===== src/rtl/bram_rr_arbiter_pkg.sv =====
// Shared types and helpers for the BRAM round-robin arbiter.
package bram_rr_arbiter_pkg;

  // Arbiter states: IDLE arbitrates freely, LOCK holds the port for a burst owner.
  typedef enum logic {
    ST_IDLE = 1'b0,
    ST_LOCK = 1'b1
  } arb_state_e;

  // Number of bits needed to index 'value' distinct items (minimum 1).
  function automatic int clog2_f(input int value);
    int r;
    r = 0;
    while ((1 << r) < value) r++;
    if (r == 0) r = 1;
    return r;
  endfunction

endpackage


===== src/rtl/bram_rr_arbiter_rr_priority_select.sv =====
// Rotating priority picker: first asserted request at or after ptr, wrapping at NUM_REQ-1.
module rr_priority_select #(
  parameter int NUM_REQ = 4,
  parameter int ID_W    = 2
) (
  input  logic [NUM_REQ-1:0] req,
  input  logic [ID_W-1:0]    ptr,
  output logic [NUM_REQ-1:0] grant_oh,
  output logic [ID_W-1:0]    grant_idx,
  output logic               any
);

  // Walk ptr, ptr+1, ... modulo NUM_REQ and keep the first hit.
  always_comb begin
    int idx;
    grant_oh  = '0;
    grant_idx = '0;
    any       = 1'b0;
    idx       = 0;
    for (int i = 0; i < NUM_REQ; i++) begin
      idx = int'(ptr) + i;
      if (idx >= NUM_REQ) idx = idx - NUM_REQ;
      if (!any && req[idx]) begin
        any           = 1'b1;
        grant_idx     = ID_W'(idx);
        grant_oh[idx] = 1'b1;
      end
    end
  end

endmodule


===== src/rtl/bram_rr_arbiter.sv =====
// Round-robin arbiter sharing one synchronous BRAM port among NUM_REQ requesters,
// with locked bursts and in-order read-data routing back to the issuing requester.
module bram_rr_arbiter
  import bram_rr_arbiter_pkg::*;
#(
  parameter int NUM_REQ    = 4,
  parameter int DATA_WIDTH = 32,
  parameter int ADDR_WIDTH = 10,
  parameter int RD_LATENCY = 1
) (
  input  logic                             clk,
  input  logic                             rst_n,
  input  logic                             arb_en,
  input  logic [NUM_REQ-1:0]               req_valid,
  output logic [NUM_REQ-1:0]               req_ready,
  input  logic [NUM_REQ-1:0]               req_wr,
  input  logic [NUM_REQ-1:0]               req_last,
  input  logic [NUM_REQ*ADDR_WIDTH-1:0]    req_addr,
  input  logic [NUM_REQ*DATA_WIDTH-1:0]    req_data,
  output logic [NUM_REQ-1:0]               rsp_valid,
  output logic [DATA_WIDTH-1:0]            rsp_data,
  output logic                             mem_wr,
  output logic [ADDR_WIDTH-1:0]            mem_addr,
  output logic [DATA_WIDTH-1:0]            mem_data_in,
  input  logic [DATA_WIDTH-1:0]            mem_data_out
);

  localparam int ID_W = clog2_f(NUM_REQ);

  arb_state_e              state_q, state_d;
  logic [ID_W-1:0]         ptr_q, ptr_d;
  logic [ID_W-1:0]         owner_q, owner_d;

  logic [NUM_REQ-1:0]      sel_req;
  logic [NUM_REQ-1:0]      pick_oh;
  logic [ID_W-1:0]         pick_idx;
  logic                    pick_any;

  logic [NUM_REQ-1:0]      grant_oh;
  logic [ID_W-1:0]         grant_idx;
  logic                    xfer;

  logic [RD_LATENCY-1:0]   rd_vld_q, rd_vld_d;
  logic [ID_W-1:0]         rd_id_q [RD_LATENCY];
  logic [ID_W-1:0]         rd_id_d [RD_LATENCY];

  // Successor of a requester index, wrapping at NUM_REQ-1 even for non power-of-two counts.
  function automatic logic [ID_W-1:0] inc_id(input logic [ID_W-1:0] id);
    if (int'(id) == NUM_REQ - 1) return '0;
    return id + ID_W'(1);
  endfunction

  // Free arbitration only happens in IDLE with arbitration enabled.
  always_comb begin
    sel_req = '0;
    if (state_q == ST_IDLE && arb_en) sel_req = req_valid;
  end

  rr_priority_select #(
    .NUM_REQ (NUM_REQ),
    .ID_W    (ID_W)
  ) u_select (
    .req       (sel_req),
    .ptr       (ptr_q),
    .grant_oh  (pick_oh),
    .grant_idx (pick_idx),
    .any       (pick_any)
  );

  // Grant: the burst owner while locked (only when it is valid), otherwise the rotating pick.
  always_comb begin
    grant_idx = pick_idx;
    grant_oh  = '0;
    if (state_q == ST_LOCK) begin
      grant_idx = owner_q;
      if (req_valid[owner_q]) grant_oh[owner_q] = 1'b1;
    end else if (pick_any) begin
      grant_oh = pick_oh;
    end
    if (!rst_n) grant_oh = '0;
    xfer = |grant_oh;
  end

  assign req_ready   = grant_oh;
  assign mem_wr      = xfer & req_wr[grant_idx];
  assign mem_addr    = req_addr[int'(grant_idx)*ADDR_WIDTH +: ADDR_WIDTH];
  assign mem_data_in = req_data[int'(grant_idx)*DATA_WIDTH +: DATA_WIDTH];
  assign rsp_data    = mem_data_out;

  // Next arbitration state: every transfer advances ptr past the grantee; a non-final beat locks.
  always_comb begin
    state_d = state_q;
    ptr_d   = ptr_q;
    owner_d = owner_q;
    if (xfer) begin
      ptr_d   = inc_id(grant_idx);
      owner_d = grant_idx;
      state_d = req_last[grant_idx] ? ST_IDLE : ST_LOCK;
    end
  end

  // Response tags: reads enter at stage 0 and emerge RD_LATENCY cycles later, in issue order.
  always_comb begin
    rd_vld_d    = '0;
    rd_id_d     = rd_id_q;
    rd_vld_d[0] = xfer & ~req_wr[grant_idx];
    rd_id_d[0]  = grant_idx;
    for (int k = 1; k < RD_LATENCY; k++) begin
      rd_vld_d[k] = rd_vld_q[k-1];
      rd_id_d[k]  = rd_id_q[k-1];
    end
  end

  // Decode the oldest tag into the one-hot read-data strobe.
  always_comb begin
    rsp_valid = '0;
    if (rd_vld_q[RD_LATENCY-1]) rsp_valid[rd_id_q[RD_LATENCY-1]] = 1'b1;
  end

  // Control state and response valids; reset drops any lock and every pending response.
  always_ff @(posedge clk or negedge rst_n) begin
    if (!rst_n) begin
      state_q  <= ST_IDLE;
      ptr_q    <= '0;
      owner_q  <= '0;
      rd_vld_q <= '0;
    end else begin
      state_q  <= state_d;
      ptr_q    <= ptr_d;
      owner_q  <= owner_d;
      rd_vld_q <= rd_vld_d;
    end
  end

  // Requester IDs ride alongside the valids; they are meaningless without a valid.
  always_ff @(posedge clk) begin
    rd_id_q <= rd_id_d;
  end

endmodule


===== config.mk =====
export PLATFORM = sky130hd
export DESIGN_NAME = bram_rr_arbiter
export DESIGN_NICKNAME = d
export VERILOG_FILES = /design/src/rtl/bram_rr_arbiter_pkg.sv /design/src/rtl/bram_rr_arbiter_rr_priority_select.sv /design/src/rtl/bram_rr_arbiter.sv
export SDC_FILE = /design/constraint.sdc
export NUM_CORES = 1
export LEC_CHECK = 0
export CORE_AREA = 2 2 116 118
export DETAILED_ROUTE_END_ITERATION = 10
export DIE_AREA = 0 0 118 120
export MAX_ROUTING_LAYER = met4
export PLACE_DENSITY_LB_ADDON = 0.05
export SLEW_MARGIN = 20
export SYNTH_ARGS = -nofsm -noshare
export SYNTH_HDL_FRONTEND = slang
export SYNTH_SLANG_ARGS = --single-unit

===== constraint.sdc =====
create_clock -name clk -period 3.5 [get_ports clk]
set_input_delay 0.35 -clock clk [delete_from_list [all_inputs] [get_ports clk]]
set_output_delay 0.35 -clock clk [all_outputs]
set_load 0.05 [all_outputs]

Word level (Yosys, flattened, before mapping)
Index checks and enable logic that the tools add are counted.
{ "word_totals": {"reg_bits": 8, "in_bits": 215, "output_inout_bits": 83, "word_cells": 113} }
{ "classes": {"add_sub_neg": 8, "mul": 1, "order_cmp": 17, "n_eq_ne": 1, "shifts": 2, "n_mux": 58, "n_bitwise": 7, "n_reduce_logical": 14} }
{ "op_table": {"columns": ["cell", "n"], "rows": [
  [">= comparator 32 x 1 -> 1 bit, second input constant", 4],
  ["< comparator 32 x 4 -> 1 bit, second input constant", 4],
  ["two-way mux 32 bit", 4],
  ["indexed part select 128 x 8 -> 32 bit", 1],
  [">= comparator 32 x 4 -> 1 bit, second input constant", 3],
  ["subtractor 32 x 4 -> 32 bit, second input constant", 3],
  ["two-way mux 4 bit", 10],
  ["indexed part select 40 x 7 -> 10 bit", 1],
  ["two-way mux 1 bit", 24],
  ["binary-select mux 1 bit (select 2 bit)", 7],
  ["two-way mux 2 bit", 7],
  ["demux 1 bit (select 2 bit)", 6],
  ["OR 4 bit", 3],
  ["logical AND 1 bit", 10],
  ["< comparator 2 x 3 -> 1 bit, second input constant", 3],
  ["adder 2 x 2 -> 3 bit, second input constant", 2],
  ["multiplier 2 x 3 -> 5 bit, second input constant", 1],
  [">= comparator 2 x 1 -> 1 bit, second input constant", 2],
  ["OR reduction 4 bit", 1],
  ["subtractor 2 x 3 -> 4 bit, second input constant", 1],
  ["adder 2 x 1 -> 3 bit, second input constant", 1],
  [">= comparator 2 x 3 -> 1 bit, second input constant", 1],
  ["zero test 1 bit", 3],
  ["adder 2 x 1 -> 2 bit, second input constant", 1],
  ["3 further kinds", 5]
]} }

Logic depth before layout (Yosys ltp)
{ "depth": {"ltp_word": 22, "mapped_depth": 12, "mapped_depth_nobuf": 9} }

By module
From an unflattened synthesis, not the netlist that was laid out.
{ "hier_totals": {"cells_unflattened": 428, "hier_area_um2": 2722.6} }
{ "by_module_without_submodules": {"columns": ["module", "instances", "cells_each", "area_per_inst_um2", "seq_area_each_um2"], "rows": [
  ["bram_rr_arbiter", 1, 380, 2262.2, 190.2],
  ["rr_priority_select", 1, 48, 460.4, 0.0]
]} }

Worst setup path before layout
No wires, ideal clock.
{ "synth_timing": {"path_type": "reg2out", "from": "register ptr_q[0]", "to": "output mem_wr", "arrival_time_ns": 3.499, "required_ns": 3.150, "path_slack_ns": -0.349, "stages_incl_launch_ff": 12, "path_buffers": 2, "cell_sequence": "dfrtp_1 buf_6 inv_1 ha_1 or3b_2 o22ai_1 nand3_1 o211ai_1 a22o_1 or4b_4 buf_6 nor2b_1"} }
{ "synth_between": {"elab_chain_len": 20, "word_cells_on_any_way": 76, "cone_classes": "add/sub: 7; order compare: 12; mux: 42; bitwise: 4; reduce/logical: 11"} }
{ "synth_lines": {"columns": ["element", "line_no", "rtl"], "rows": [
  ["from (decl)", "bram_rr_arbiter.sv:31", "logic [ID_W-1:0] ptr_q, ptr_d;"],
  ["from (signal assigned)", "bram_rr_arbiter.sv:129", "ptr_q <= ptr_d;"],
  ["parallel branches: the longest is 15 deep, another holds subtractor 32 x 4 -> 32 bit", null, null],
  ["two-way mux 4 bit (*)", "bram_rr_arbiter.sv:77", "end else if (pick_any) begin"],
  ["two-way mux 4 bit (*)", "bram_rr_arbiter.sv:74", "if (state_q == ST_LOCK) begin"],
  ["two-way mux 4 bit (*)", "bram_rr_arbiter.sv:80", "if (!rst_n) grant_oh = '0;"],
  ["named net req_ready[0]", "bram_rr_arbiter.sv:15", "output logic [NUM_REQ-1:0] req_ready,"],
  ["OR reduction 4 bit (*)", "bram_rr_arbiter.sv:81", "xfer = |grant_oh;"],
  ["AND 1 bit (*)", "bram_rr_arbiter.sv:85", "assign mem_wr = xfer & req_wr[grant_idx];"],
  ["to (decl)", "bram_rr_arbiter.sv:22", "output logic mem_wr,"]
]} }
Mark *: on every way through the listed nets, which the timed path passes. The select of a mux whose other input is x is not followed.

Worst setup path after layout
{ "layout_timing": {"from": "input req_valid[0]", "to": "output mem_wr"} }
{ "layout_between": {"elab_chain_len": 19, "word_cells_on_any_way": 45, "cone_classes": "mux: 34; bitwise: 4; reduce/logical: 7"} }
{ "layout_lines": {"columns": ["element", "line_no", "rtl"], "rows": [
  ["from (decl)", "bram_rr_arbiter.sv:14", "input logic [NUM_REQ-1:0] req_valid,"],
  ["two-way mux 4 bit", "bram_rr_arbiter.sv:56", "if (state_q == ST_IDLE && arb_en) sel_req = req_valid;"],
  ["binary-select mux 1 bit (select 2 bit)", "bram_rr_arbiter_rr_priority_select.sv:23", "if (!any && req[idx]) begin"],
  ["two-way mux 1 bit (implied by the code) (2 in series)", "bram_rr_arbiter_rr_priority_select.sv:23", null],
  ["two-way mux 1 bit", "bram_rr_arbiter_rr_priority_select.sv:23", null],
  ["zero test 1 bit", "bram_rr_arbiter_rr_priority_select.sv:23", null],
  ["logical AND 1 bit", "bram_rr_arbiter_rr_priority_select.sv:23", null],
  ["two-way mux 1 bit", "bram_rr_arbiter_rr_priority_select.sv:23", null],
  ["zero test 1 bit", "bram_rr_arbiter_rr_priority_select.sv:23", null],
  ["[... 2 more ...]", null, null],
  ["zero test 1 bit", "bram_rr_arbiter_rr_priority_select.sv:23", null],
  ["logical AND 1 bit", "bram_rr_arbiter_rr_priority_select.sv:23", null],
  ["two-way mux 4 bit or two-way mux 1 bit (tied branches)", "bram_rr_arbiter_rr_priority_select.sv:23", null],
  ["two-way mux 4 bit", "bram_rr_arbiter.sv:77", null],
  ["two-way mux 4 bit", "bram_rr_arbiter.sv:74", null],
  ["two-way mux 4 bit", "bram_rr_arbiter.sv:80", null],
  ["OR reduction 4 bit", "bram_rr_arbiter.sv:81", null],
  ["AND 1 bit (*)", "bram_rr_arbiter.sv:85", null]
]} }
Every way passes the cells marked *; elsewhere a longest branch is shown, timed or not. The select of a mux whose other input is x is not followed.

==> summary.md <==
| Metric | Value |
|---|---|
| Status | finished clean |
| Setup violators final | 0 |
| Die Height | 120 um |
| Initial Utilization | 0.202 |
| Slew of the pin with the lowest slew margin | slightly above 500 ps |
| Worst min path class | input port to async pin |
| RSZ-0062 raised after global routing | no |
| Synth async-reset ratio | 0.750 |
| Synth Net Count | roughly 550 |
| Layout cells sized above 1 | 0.276 |
| Synth unique cells | 51 |
| Flops & latches, synth | 8 |
| Final hold vios | 0 |
| Post-DR wirelength/cell | between 15 and 20 um |
| Leading cell type in the layout, fill and taps excluded | clkdlybuf4s50_1 |
| Half-perimeter wire length after placement | ~11 mm |
| WP data required | 3150 ps |
| Drt initial violations | 106 |
| EDFF count, synth | 0 |
| DR vias | about 3200 |
| F_max | between 200 and 300 MHz |
| Worst setup EP type | output port |
| Clk slew on worst S/H paths | 40 ps |
| Core Footprint | around 0.013 mm2 |
| Crit Reg-Reg Startpoint | ptr_q[0] |
| H-tree depth | 1 |
| First-pass GRT wire length | 19.0 mm |
| Final Slew Violations | 0 |
| Critical Path Source Type | input port |
| Launch point of the worst path | req_valid[0] |
| Fillers | roughly 1300 |
| 1st-pass router iterations | 4 |
| Worst Skew | ~6.5 ps |
| Routability Congestion | 0.852 |
| Slew HR | 0.654 |
| Vias per std cell | approximately 4.5 |
| Gate count after technology mapping | approximately 330 |
| NumNets Final | approximately 770 |
| Final ANT Viol Nets | 0 |
| Clk_lat worst skew | 230 ps |
| CTS tree | yes |
| CTS buffer count | 3 |
| Crit path kind | input port to output port |
| Clk sinks | 8 |
| Ys Warns | 0 |
| Worst-path fanout max | 6 |
| DR DRC count | 0 |
| Sequential fraction of the synthesis area | 0.0726 |
| Primary FF master, synth | dfrtp_1 |
| Global Route Usage Sum | 0.176 |
| Die X | between 100 and 150 um |
| Most frequent cells in the layout | 183 x clkdlybuf4s50_1, 54 x mux2i_1, 52 x buf_12 |
| Antenna violations before repair | 1 |
| CTS Buffer Depth | 2 |
| Max-cap violations | 0 |
| # hold bufs at CTS | 0 |
| Final period util | 0.968 |
| Peak VDD IR | 0.972 mV |
| Die area | ~0.014 mm2 |
| Area of the mapped netlist | 0.00262 mm2 |
| Vias in the first global route | 3524 |
| Worst slack at placement | roughly 80 ps |
| Crit path DAT | between 3000 and 4000 ps |
| Gr ovfl total | 0 |
| # port buffers | 233 |
| Largest net degree at the start of global routing | 42 |
| Cell area power density | ~1300 mW/mm2 |
| Final Worst Setup Slack | about 110 ps |
| Syn_area_per_cell | between 7 and 8 um2 |
| I/O pin total | between 200 and 300 |
| Tmin final | 3390 ps |
| Row count | 42 |
| Area Overhead vs Synth | 127% |
| Pleak | ~2.4 nW |
| Min Hold Slack | 513 ps |
| Root buf cell | clkbuf_16 |
| Final wirelength | roughly 13 mm |
-- what timing repair did --
action,4_1_cts,5_1_grt
pin swaps,0,3
buffers inserted,0,2
gates resized for setup,1,13
gates cloned,0,2
endpoints found under the hold margin,0,0
setup endpoints to repair,2,38
-- per-layer routing --
layer  global-route usage  wire length, um  vias to the layer above
met5                    -                0                        -
met4               0.0286              109                        0
met2                0.339             7160                      121
met3               0.0684             1200                        8
li1                     -                -                     1626
met1                0.169             4600                     1494
-- report_power, final --
group,internal (mW),leakage (nW),switching [mW],total [mW]
combinational,3.48,2.24,4.04,7.52
sequential,0.138,0.0892,0.0568,0.195
clock,0.152,0.0382,0.0452,0.197
total,3.77,2.36,4.14,7.91
-- cells in the mapped netlist (5+ instances only) --
cell type,count,area (um2)
clkbuf_1,12,45.0
buf_2,7,35.0
ha_1,8,100
a21oi_1,43,215
a211oi_1,43,323
buf_4,37,278
nand3_1,8,40.0
mux2i_1,54,541
nand2_1,5,18.8
nor2b_1,46,288
dfrtp_1,6,150
-- logic make-up after synthesis --
logic type	count (synthesis)	share of synthesized area
simple gates	82	0.195
compound gates	104	0.269
flops	8	0.0726
buf+inv	64	0.157
fa+ha+maj	8	0.0382
mux	64	0.265
xor+xnor	1	0.00335
-- final timing paths --
| kind | to | slack (ps) | depth (start not counted) |
|---|---|---|---|
| max | mem_wr | 110 | 10 |
| min | owner_q[1] | 510 | 2 |
| max reg2reg | owner_q[0] | 470 | 10 |
| min reg2reg | owner_q[1] | 610 | 1 |
| max in group asynchronous | owner_q[0] | 2860 | 2 |
| min in group clk | owner_q[1] | 610 | 1 |
-- critical path: stages --
cell and delay (ps):
clkdlybuf4s50_1 500, mux4_2 530, nand2_2 120, buf_4 140, mux2i_1 180, o211ai_1 130, a21o_1 250, or4b_4 500
nor2b_2 190, buf_12 140
-- metrics by stage --
| step | total power [mW] | instances | TNS [ps] | instance area [um2] | utilization |
|---|---|---|---|---|---|
| after floorplan | 4.37 | 331 | -6330 | 2780 | - |
| after global placement | 7.50 | 711 | 0 | 5720 | 0.441 |
| after detailed placement | 7.52 | 711 | 0 | 5720 | 0.441 |
| after CTS | 7.75 | 715 | 0 | 5810 | 0.447 |
| after global routing | 8.32 | 720 | 0 | 5930 | 0.457 |
| final | 7.91 | 720 | 0 | 5930 | 0.457 |
-- registers in the layout, indices dropped and copies added, names as in the netlist --
signal and count:
owner_q 2, ptr_q 2, rd_id_q 2, rd_vld_q 1, state_q 1
-- area by class of cell --
class / count / area [um2] / area share
repair buffers: 267 / 3190 / 0.538
multi-input cells: 259 / 2230 / 0.376
well taps: 176 / 220 / 0.0371
flip-flops and latches: 8 / 190 / 0.0321
clock buffers: 4 / 78.8 / 0.0133
inverters: 5 / 18.8 / 0.00316
diodes: 1 / 2.50 / 0.000422
(Power assumes the default switching activity.)
==> variant 1 (same settings) <==
Change the parameter `DATA_WIDTH` from 32 to 36.
--- a/src/rtl/bram_rr_arbiter.sv
+++ b/src/rtl/bram_rr_arbiter.sv
@@ -4,7 +4,7 @@
   import bram_rr_arbiter_pkg::*;
 #(
   parameter int NUM_REQ    = 4,
-  parameter int DATA_WIDTH = 32,
+  parameter int DATA_WIDTH = 36,
   parameter int ADDR_WIDTH = 10,
   parameter int RD_LATENCY = 1
 ) (
Interface: changed (resized mem_data_in, mem_data_out, req_data and rsp_data); port bits go from 298 to 326. No check against the original RTL was run, so the function may have changed too.
==> variant 1 against the original RTL <==
The run now ends with negative setup slack left; wire length up 25%; area after synthesis increased by 4.9%; sequential cell count is the same; first-iteration DRC count increased by 25%; critical path depth grew 3; die area unchanged; critical path type is now flip-flop to output port; cell count is 21% higher; synthesized cell count up 25%; final area up 33%; worst setup slack got worse by 0.17 ns.
Power is left out: the tool's default activity adds up to more than one toggle a clock period on the data nets, which glitch-free logic cannot reach.
==> variant 1: results <==
[clock_tree]
clkTransAtPathRegs_ns = 0.04
clk_root_buffer_cell = "clkbuf_16"
ctsHtreeMaxLevel = 1
cts_buffers = 3
clk-insertion-delay-late_ns = 0.23

[cells_and_area]
drive_above_1_share = 0.394
n_antenna_cell = 0
stdcell_count = 869
design.final.nets = 937

[worst_setup_path]
reg2regPathDepth = 11
reg2reg_setup_slack_ns = 0.29
crit_arrival_ns = 3.20
cp_max_fo = 15

[detailed_routing]
drt_iter0_markers = 133
route.vias.total = 4255
routed_wl_um = 16300
drtPass1Iterations = 4

[global_route]
grt_util_met1 = 0.212
grtUsageTotal = 0.208
grt.met2_usage = 0.396
grt_pass1_vias = 4395
grt_start_max_net_pins = 33
antenna_found_initial = 0
grt_first_pass_wirelength_um = 23100
grtUsageMet3 = 0.0589

[timing]
worstMarginPinSlew_ns = 0.495
worst_clock_skew_ns = 0.000244
timing.final.ws_setup_ns = -0.0525
finalSetupViolations = 18

[yosys]
synth.distinct_cells = 44
postSynth.topFlopCell = "dfrtp_1"
synth-seq-area-share = 0.0692
postSynthCellCount = 415
post_synth_main_area_contributors = "nand2_1 (14%), a211oi_1 (13%), buf_4 (11%), a31oi_1 (11%), and2_1 (7.1%)"
ys_top_cells_by_count = "nand2_1 (102), a211oi_1 (47), a31oi_1 (47), buf_4 (40), and2_1 (31)"
synth.net_count = 658

[place]
io_buffer_count = 253
routabilityCongestion = 0.901
numPlacedInstances = 832
pre_cts_slack_ns = -0.117
hpwlAfterDp_um = 11200

[status]
result_of_the_run = "complete, but fails checks"
failed_checks = "negative setup slack"
[variant 1: worst max-delay path: stages, from the launching register on]
cell       delay, ns
dfrtp_1         0.35
inv_2           0.06
ha_4            0.29
mux4_2          0.54
buf_4           0.17
a2111oi_4       0.26
o221ai_4        0.23
buf_4           0.19
buf_12          0.14
and2_1          0.18
a211oi_4        0.21
buf_4           0.15
a31oi_4         0.03
buf_12          0.16
[variant 1: area by class of cell]
class | instances | area, um2
Sequential cell | 8 | 191
Multi-Input combinational cell | 329 | 3170
Tap cell | 176 | 220
Timing Repair Buffer | 347 | 4200
Inverter | 5 | 23.8
Fill cell | 1092 | 5090
Clock buffer | 4 | 78.8
[variant 1: logic make-up after synthesis]
| group | after synthesis | share of synthesized area |
|---|---|---|
| DFF | 8 | 0.0692 |
| muxes | 22 | 0.102 |
| AOI/OAI and AO/OA | 115 | 0.298 |
| xor gates and xnor gates | 1 | 0.00319 |
| adders and majority gates | 8 | 0.0364 |
| and+or+nand+nor | 183 | 0.318 |
| buffers and inverters | 78 | 0.173 |
[variant 1: through the flow]
stage | setup TNS (ns) | area (um2) | hold slack [ns] | utilization
6_report | -0.407 | 7890 | 0.442 | 0.608
5_1_grt | -4.20 | 7890 | 0.482 | 0.608
4_1_cts | -1.28 | 7460 | 0.444 | 0.575
3_5_place_dp | -0.159 | 6800 | 0.582 | 0.524
3_3_place_gp | -0.140 | 6800 | 0.590 | 0.524
2_1_floorplan | -0.351 | 3470 | 0.0544 | -
[variant 1: layer usage]
layer | part of all wire | up-vias
met5 | 0 | -
met4 | 0.014 | 0
met3 | 0.077 | 28
met2 | 0.55 | 210
met1 | 0.36 | 2013
li1 | - | 2004
[variant 1: final timing paths]
| kind | startpoint | to |
|---|---|---|
| min in group clk | owner_q[0] | owner_q[0] |
| max in group asynchronous | rst_n | ptr_q[0] |
| setup reg to reg | ptr_q[1] | owner_q[1] |
| hold reg to reg | owner_q[0] | owner_q[0] |
| setup / recovery | ptr_q[1] | mem_data_in[35] |
| hold / removal | rst_n | rd_vld_q |
[variant 1: repair_timing]
| item | CTS | global route |
|---|---|---|
| setup endpoints to repair | 47 | 47 |
| hold buffers | 0 | 0 |
| setup buffers | 10 | 11 |
| pin swaps | 9 | 25 |
| cloned | 7 | 10 |
| resized for setup | 58 | 46 |
==> variant 2 (config.mk and constraints unchanged) <==
Without the edit above. Make the reset (`rst_n`) synchronous in one clocked block.
--- a/src/rtl/bram_rr_arbiter.sv
+++ b/src/rtl/bram_rr_arbiter.sv
@@ -118,7 +118,7 @@
   end
 
   // Control state and response valids; reset drops any lock and every pending response.
-  always_ff @(posedge clk or negedge rst_n) begin
+  always_ff @(posedge clk) begin
     if (!rst_n) begin
       state_q  <= ST_IDLE;
       ptr_q    <= '0;
Check against the original RTL: differs if rst_n is asserted again (counterexample within 4 cycles, from zero or initial values and one cycle with rst_n low); with rst_n held inactive, the same outputs for 4 cycles.
==> variant 2 against the original RTL <==
Cell count increased by 6.3%; global-route usage down 0.70 points; sequential power fell by 15%; critical path depth increased by 1; area after synthesis fell by 3.4%; clock power is 4% lower; final area decreased by 0.63%; wire length shrank 4.4%; combinational power down 27%; sequential cell count unchanged; critical endpoint is now mem_addr[9]; worst setup slack improved by 0.051 ns; utilization down 0.29 points; power is 26% lower.
==> variant 2: results <==
[cells_and_area]
design.final.nets = 814
n_antenna_cell = 0
drive_above_1_share = 0.331

[global_route]
grtUsageTotal = 0.169
grt_util_met1 = 0.187
grt_first_pass_wirelength_um = 18800
grt_start_max_net_pins = 38
grtUsageMet3 = 0.0342

[yosys]
synth_top_area_cell = "mux2_2"
synth.net_count = 605
ys_top_cells_by_count = "nand2_1 (98), nor2_1 (52), mux2_2 (48), a31oi_1 (47), buf_4 (34)"
synth.distinct_cells = 39

[power_and_ir_drop]
vdd_drop_max_v = 0.000568
switching_power_mw = 3.39
power_leakage_nw = 2.16

[detailed_routing]
detail_route.wirelength.met1_um = 4810
route.vias.total = 3525
wl_met2_um = 6750

[place]
post_dp_cell_area_um2 = 5650
hpwlAfterDp_um = 10300

[timing]
slew_headroom = 0.666
worst_clock_skew_ns = 0.000371
worst_hold_slack_ns = 0.532

[worst_setup_path]
worstSetupStartpoint = "ptr_q[1]"
worst_r2r_endpoint = "ptr_q[1]"

[status]
result_of_the_run = "complete, no violations"

[clock_tree]
post_cts.repair.setup_buffers = 1

[min_path]
worst_hold_path_type = "flip-flop to flip-flop"
==> variant 2: stage by stage <==
stage               setup WS (ns)  power [mW]  cells  setup TNS, ns  utilization
floorplan                  -0.140        4.00    382          -3.36            -
global placement           0.0597        5.43    758              0        0.435
detailed placement      0.0000366        5.45    758              0        0.435
CTS                      0.000385        5.67    762              0        0.442
global route               0.0387        6.19    765              0        0.454
finish                      0.165        5.87    765              0        0.454
==> variant 2: area by class of cell <==
cell class	count	area, um2
flip-flops and latches	8	160
clock buffers	3	75.1
repair buffers	263	2690
multi-input cells	309	2730
fillers	1273	7080
inverters	6	22.5
well taps	176	220
==> variant 2: worst min-delay path, delay by kind of cell, from the launching register on <==
kind / cells / cell delay [ns]
buf+inv: 1 / 0.09
compound gates: 1 / 0.06
flops: 1 / 0.34
==> variant 2: cells by family (layout without fill, tap and decap cells) <==
kind of cell               Yosys count  after routing  share of synthesized area
AOI/OAI and AO/OA                   69             69                      0.184
buffers and inverters               65            272                      0.154
and+or+nand+nor                    174            174                      0.296
muxes                               57             57                      0.259
DFF                                  8              8                     0.0633
xor gates and xnor gates             1              1                    0.00346
adders and majority gates            8              8                     0.0396
==> variant 2: how the worst max path moves through the flow <==
stage	endpoint	slack [ns]	depth (start not counted)
after CTS	mem_addr[7]	0.0004	10
after global placement	mem_data_in[29]	0.06	10
final	mem_addr[9]	0.16	11
after global routing	mem_addr[9]	0.04	10
after floorplan	mem_wr	-0.14	10
after detailed placement	mem_data_in[15]	0.00004	10
==> variant 2: power by group through the flow <==
stage / sequential (mW) / clock, mW / combinational [mW]
after global routing: 0.170 / 0.199 / 5.82
final: 0.165 / 0.190 / 5.52
after floorplan: 0.169 / 0 / 3.84
after CTS: 0.165 / 0.193 / 5.31
after global placement: 0.165 / 0 / 5.27
after detailed placement: 0.166 / 0 / 5.29
